[src/rtl/ariane_pkg.sv]
// Shared definitions for the LDN check-node datapath: default widths, FSM
// states and the min-sum update operator applied to each incoming magnitude.
package ariane_pkg;

  localparam int unsigned LDN_Q       = 8;
  localparam int unsigned LDN_DEG_MAX = 32;

  typedef enum logic [1:0] {
    LDN_IDLE,
    LDN_ACC,
    LDN_OUT
  } ldn_state_e;

  // Effect of one magnitude on the running (min1, min2) pair.
  typedef enum logic [1:0] {
    LDN_OP_KEEP,
    LDN_OP_NEW_MIN1,
    LDN_OP_NEW_MIN2
  } ldn_op_e;

  // Strict compares keep the earliest index on a tie with min1; the tied
  // value still lands in min2 because min1 <= min2 always holds.
  function automatic ldn_op_e ldn_classify(input int unsigned mag,
                                           input int unsigned min1,
                                           input int unsigned min2);
    if (mag < min1) return LDN_OP_NEW_MIN1;
    if (mag < min2) return LDN_OP_NEW_MIN2;
    return LDN_OP_KEEP;
  endfunction

endpackage

[src/rtl/ldn_mag_sat.sv]
// Signed LLR to unsigned magnitude; the most-negative code saturates to the
// largest representable magnitude instead of wrapping to zero.
module ldn_mag_sat
  import ariane_pkg::*;
#(
  parameter int unsigned Q = LDN_Q
) (
  input  logic [Q-1:0] data,
  output logic [Q-2:0] mag
);

  localparam logic [Q-1:0] MOST_NEG = {1'b1, {(Q-1){1'b0}}};

  always_comb begin
    // NOTE: default assignment first so every path drives mag and no latch is inferred.
    mag = data[Q-2:0];
    if (data == MOST_NEG) begin
      mag = '1;
    end else if (data[Q-1]) begin
      mag = ~data[Q-2:0] + (Q-1)'(1);
    end
  end

endmodule

[src/rtl/ldn_cn_accum.sv]
// Min-sum check-node accumulator: streams signed LLRs for one node and
// presents min1/min2/min1 index/sign parity/degree as a registered result.
module ldn_cn_accum
  import ariane_pkg::*;
#(
  parameter  int unsigned Q       = LDN_Q,
  parameter  int unsigned DEG_MAX = LDN_DEG_MAX,
  localparam int unsigned IDXW    = $clog2(DEG_MAX)
) (
  input  logic            clk_i,
  input  logic            rst_i,
  input  logic            valid_i,
  output logic            ready_o,
  input  logic [Q-1:0]    data_i,
  input  logic            last_i,
  output logic            valid_o,
  input  logic            ready_i,
  output logic [Q-2:0]    min1_o,
  output logic [Q-2:0]    min2_o,
  output logic [IDXW-1:0] min1_idx_o,
  output logic            sign_o,
  output logic [IDXW:0]   deg_o,
  output logic            ovf_o
);

  localparam logic [Q-2:0] MAG_MAX = '1;
  localparam logic [IDXW:0] DEG_LIMIT = (IDXW+1)'(DEG_MAX);

  ldn_state_e    state;
  logic [Q-2:0]  mag;
  ldn_op_e       op;
  logic [IDXW:0] count_next;
  logic          xfer;

  ldn_mag_sat #(.Q(Q)) u_mag_sat (
    .data (data_i),
    .mag  (mag)
  );

  assign xfer       = valid_i && ready_o;
  assign count_next = deg_o + (IDXW+1)'(1);

  always_comb begin
    op = ldn_classify(32'(mag), 32'(min1_o), 32'(min2_o));
  end

  // IDLE and ACC share one update path: the accumulators are already at their
  // cleared values in IDLE, so the first message needs no special load.
  always_ff @(posedge clk_i) begin
    // NOTE: non-blocking assignments throughout so every register samples pre-edge values.
    if (rst_i) begin
      state      <= LDN_IDLE;
      ready_o    <= 1'b1;
      valid_o    <= 1'b0;
      min1_o     <= MAG_MAX;
      min2_o     <= MAG_MAX;
      min1_idx_o <= '0;
      sign_o     <= 1'b0;
      deg_o      <= '0;
      ovf_o      <= 1'b0;
    end else begin
      case (state)
        LDN_IDLE, LDN_ACC: begin
          if (xfer) begin
            case (op)
              LDN_OP_NEW_MIN1: begin
                min2_o     <= min1_o;
                min1_o     <= mag;
                min1_idx_o <= deg_o[IDXW-1:0];
              end
              LDN_OP_NEW_MIN2: min2_o <= mag;
              default: ;
            endcase
            sign_o <= sign_o ^ data_i[Q-1];
            deg_o  <= count_next;
            if (last_i || (count_next == DEG_LIMIT)) begin
              state   <= LDN_OUT;
              ovf_o   <= !last_i;
              ready_o <= 1'b0;
              valid_o <= 1'b1;
            end else begin
              state <= LDN_ACC;
            end
          end
        end
        LDN_OUT: begin
          if (ready_i) begin
            state      <= LDN_IDLE;
            ready_o    <= 1'b1;
            valid_o    <= 1'b0;
            min1_o     <= MAG_MAX;
            min2_o     <= MAG_MAX;
            min1_idx_o <= '0;
            sign_o     <= 1'b0;
            deg_o      <= '0;
            ovf_o      <= 1'b0;
          end
        end
        default: begin
          state   <= LDN_IDLE;
          ready_o <= 1'b1;
          valid_o <= 1'b0;
        end
      endcase
    end
  end

endmodule

[config.mk]
export PLATFORM = sky130hd
export DESIGN_NAME = ldn_cn_accum
export DESIGN_NICKNAME = d
export VERILOG_FILES = /design/src/rtl/ariane_pkg.sv /design/src/rtl/ldn_mag_sat.sv /design/src/rtl/ldn_cn_accum.sv
export SDC_FILE = /design/constraint.sdc
export NUM_CORES = 1
export LEC_CHECK = 0
export CAP_MARGIN = 30
export CORE_MARGIN = 2
export CORE_UTILIZATION = 40
export CTS_BUF_LIST = sky130_fd_sc_hd__clkbuf_4
export CTS_CLUSTER_SIZE = 16
export DETAILED_ROUTE_END_ITERATION = 16
export DONT_BUFFER_PORTS = 1
export MAX_ROUTING_LAYER = met4
export PLACE_DENSITY = 0.66
export SETUP_SLACK_MARGIN = 0.3
export SLEW_MARGIN = 20
export SYNTH_ARGS = -nofsm -noshare
export SYNTH_HDL_FRONTEND = slang
export SYNTH_SLANG_ARGS = --single-unit
[constraint.sdc]
create_clock -name clk_i -period 7.3 [get_ports clk_i]
set_clock_uncertainty 0.1 [all_clocks]
set_input_delay 1.46 -clock clk_i [delete_from_list [all_inputs] [get_ports clk_i]]
set_output_delay 1.46 -clock clk_i [all_outputs]
set_load 0.02 [all_outputs]
==> results.yml <==
sta:
  hold_viol: 0
  setup_tns_ps: 0
  min_period_ps: 4592
  layout_setup_ws_ps: 2708
  slew_headroom_pct: 44.68
  hold_slack_ps: 453.1
  fin_crit_sh_pct: 62.90
  setup_violations: 0
  tightestPinTransition_ps: 826.8
  slew_viol_final: 0
  fmax_mhz: 217.8
  rsz0062_at_grt: "no"
global_routing:
  grt_pass1_wl_um: 7238
  grt_max_degree: 27
  first_global_vias: 1541
  overflow: 0
  grt_antenna_before_repair: 0
  grt_util_all_layers_pct: 18.10
clock_tree:
  worstSkewPairLatency_ps: 330
  cts_tree: "yes"
  numCtsBuffers: 5
  postCtsSetupBuffers: 0
  path_clk_slew_ps: 100
  h-tree-depth: 2
  post_cts_resized: 0
  clock-sinks: 31
  clockBufferDepth: 2
  postCtsHoldBufs: 0
  ctsRootBufferMaster: "clkbuf_4"
logic_synthesis:
  ys_types: 50
  ys_seq_elements: 31
  synth_ff_type: "dfxtp_1"
  yosysSeqAreaShare_pct: 33.00
  syn_inst: 224
  netlist.area_leader.share_pct: 33.00
  ys_warn_count: 0
  postSynth.asyncResetShare_pct: 0
  synthTopCellsByArea: "dfxtp_1 33%, ha_1 9.3%, nand2_1 5.2%"
  synth-edff-count: 0
  syn_area_per_cell_um2: 8.395
  syn_nets: 251
  yosysTopAreaCell: "dfxtp_1"
  synth_area_mm2: 0.001881
critical_path:
  cp_top_family: "simple AND/OR/NAND/NOR gates"
  worstPathArrival_ps: 4720
  worstSetupStartpointType: "input port"
  worstPathCellList: "inv_1 > ha_1 > or3b_1 > o311ai_0 > o21a_1 > ha_1 > a21oi_1 > o21ai_0 > nand2_1 > nand3b_1 > or3_1 > a21o_1"
  r2r_start: "state[1]"
  cp.buffers_inverters: 1
  slowest_stage: "or3_1"
  cp_max_fo: 23
  cpMostUsedCell: "ha_1"
  criticalPathCategory: "input port to flop"
  reg2regPathDepth: 6
  cp.required_ps: 7420
  r2r_end: "min1_o[2]"
  end_kind: "flop"
  r2r_setup_slack_ps: 3910
  max_stage_delay_ps: 530
detailed_routing:
  postRouteWirelength_um: 4265
  vias: 1593
  route.detailed.drc: 0
  drt_iter0_markers: 59
  ant_nets: 0
  vias_per_cell: 5.772
  firstDrtPassIters: 4
  wl_per_cell_um: 15.45
run_status:
  status: "finished clean"
floorplanning:
  dieArea_mm2: 0.005266
  initial_core_util_pct: 42.31
  rows: 24
  core_area_mm2: 0.004444
  ios: 42
  die_width_um: 72.57
  die_h_um: 72.57
cells_and_area:
  areaGrowthSynthToFinish_pct: 4.657
  final_nets: 250
  drive_gt1_share_pct: 6.250
  n_antenna_cell: 0
  final_core_util_pct: 44.28
placement:
  gp_congestion: 0.8322
  pre_cts_slack_ps: 2352
  port_buffers: 0
  dp_hpwl_um: 3186
power:
  p_leak_nw: 0.9224
  vdd_drop_max_mv: 0.1096
  finalPower_mw: 0.3824
  power_density_mw_per_mm2: 194.3
hold_path:
  hold_path.class: "flop to flop"
  hp-start: "state[0]"
  hold_depth: 2
  hold_end: "state[0]"
flow_run:
  maxCapViolations: 0
## cell usage in the layout, fill, tap and decap left out, types with 2 or more instances in the layout
master and n:
nor3_1 2, a211oi_1 2, nand4_1 2, o21ai_0 13
mux2i_1 9, or3_1 7, ha_1 14, nand2_1 26
inv_1 19, nand3_1 4, or3b_1 6, o21a_1 2
and2_1 2, nor2_1 9, clkbuf_4 7, o311ai_0 2
dfxtp_1 31, and3_1 2, nand3b_1 3, a21oi_1 17
a21o_1 7, a2bb2oi_1 7, nand2b_1 5, xor2_1 2
## cell families after synthesis
logic type                 synth area share (%)
DFF                                       33.00
buffers and inverters                     5.655
adders and majority gates                 9.315
and+or+nand+nor                           21.62
xor gates and xnor gates                  1.397
muxes                                     4.791
AOI/OAI and AO/OA                         24.22
## power breakdown
group / internal [mW] / leakage (nW) / switching (mW)
clock network: 0.0449 / 0.0361 / 0.0597
registers: 0.179 / 0.253 / 0.0215
logic: 0.0326 / 0.633 / 0.0446
## metal layers
layer	part of all wire, %	GRT usage [%]	up-vias
met5	0	-	-
met4	1.1	6.173	0
met3	7.8	5.556	4
met2	46	27.78	45
met1	45	22.55	739
li1	-	-	805
## through the flow
step	instance area [um^2]	instances
6_report	1968	276
5_1_grt	1968	276
4_1_cts	1968	276
3_5_place_dp	1911	268
3_3_place_gp	1911	268
2_1_floorplan	1881	224
## layout make-up
type | instances | area [um^2]
tap | 52 | 65.06
clock buffer | 7 | 52.55
fill | 465 | 2476
clock inverter | 1 | 5.005
sequential | 31 | 620.6
inverter | 19 | 71.32
multi-input combinational | 166 | 1154
## synth_stat cells (3+ instances only)
library cell,number
nand2b_1,5
a2bb2oi_1,7
inv_1,19
o21ai_0,13
nor2_1,9
nand3_1,4
a21oi_1,17
mux2i_1,9
clkbuf_1,5
ha_1,14
nand2_1,26
a21o_1,7
or3_1,7
or3b_1,6
nand3b_1,3
dfxtp_1,31
## worst max-delay path by stage
stage | startpoint | to | slack (ps) | depth (start not counted)
2_1_floorplan | data_i[0] | min1_o[5] | 3080 | 15
3_3_place_gp | data_i[0] | min1_o[6] | 2380 | 13
3_5_place_dp | data_i[0] | min1_o[2] | 2350 | 13
4_1_cts | data_i[0] | min1_o[2] | 2710 | 13
5_1_grt | data_i[0] | min1_o[2] | 2290 | 13
6_report | data_i[0] | min1_o[2] | 2710 | 12
## worst reg2reg max path: cells and delay by family (launching register included)
family | cells | cell delay (ps)
and+or+nand+nor | 3 | 1930
AOI/OAI and AO/OA | 2 | 610
DFF | 1 | 480
buffers and inverters | 1 | 170
## sequential cells by signal (all words and copies together) (netlist names)
signal and flops:
valid_o 1, min1_idx_o 5, sign_o 1, min2_o 7, deg_o 6, ovf_o 1, ready_o 1, state 2
min1_o 7
Note: power is estimated with default switching activity, not from simulation.
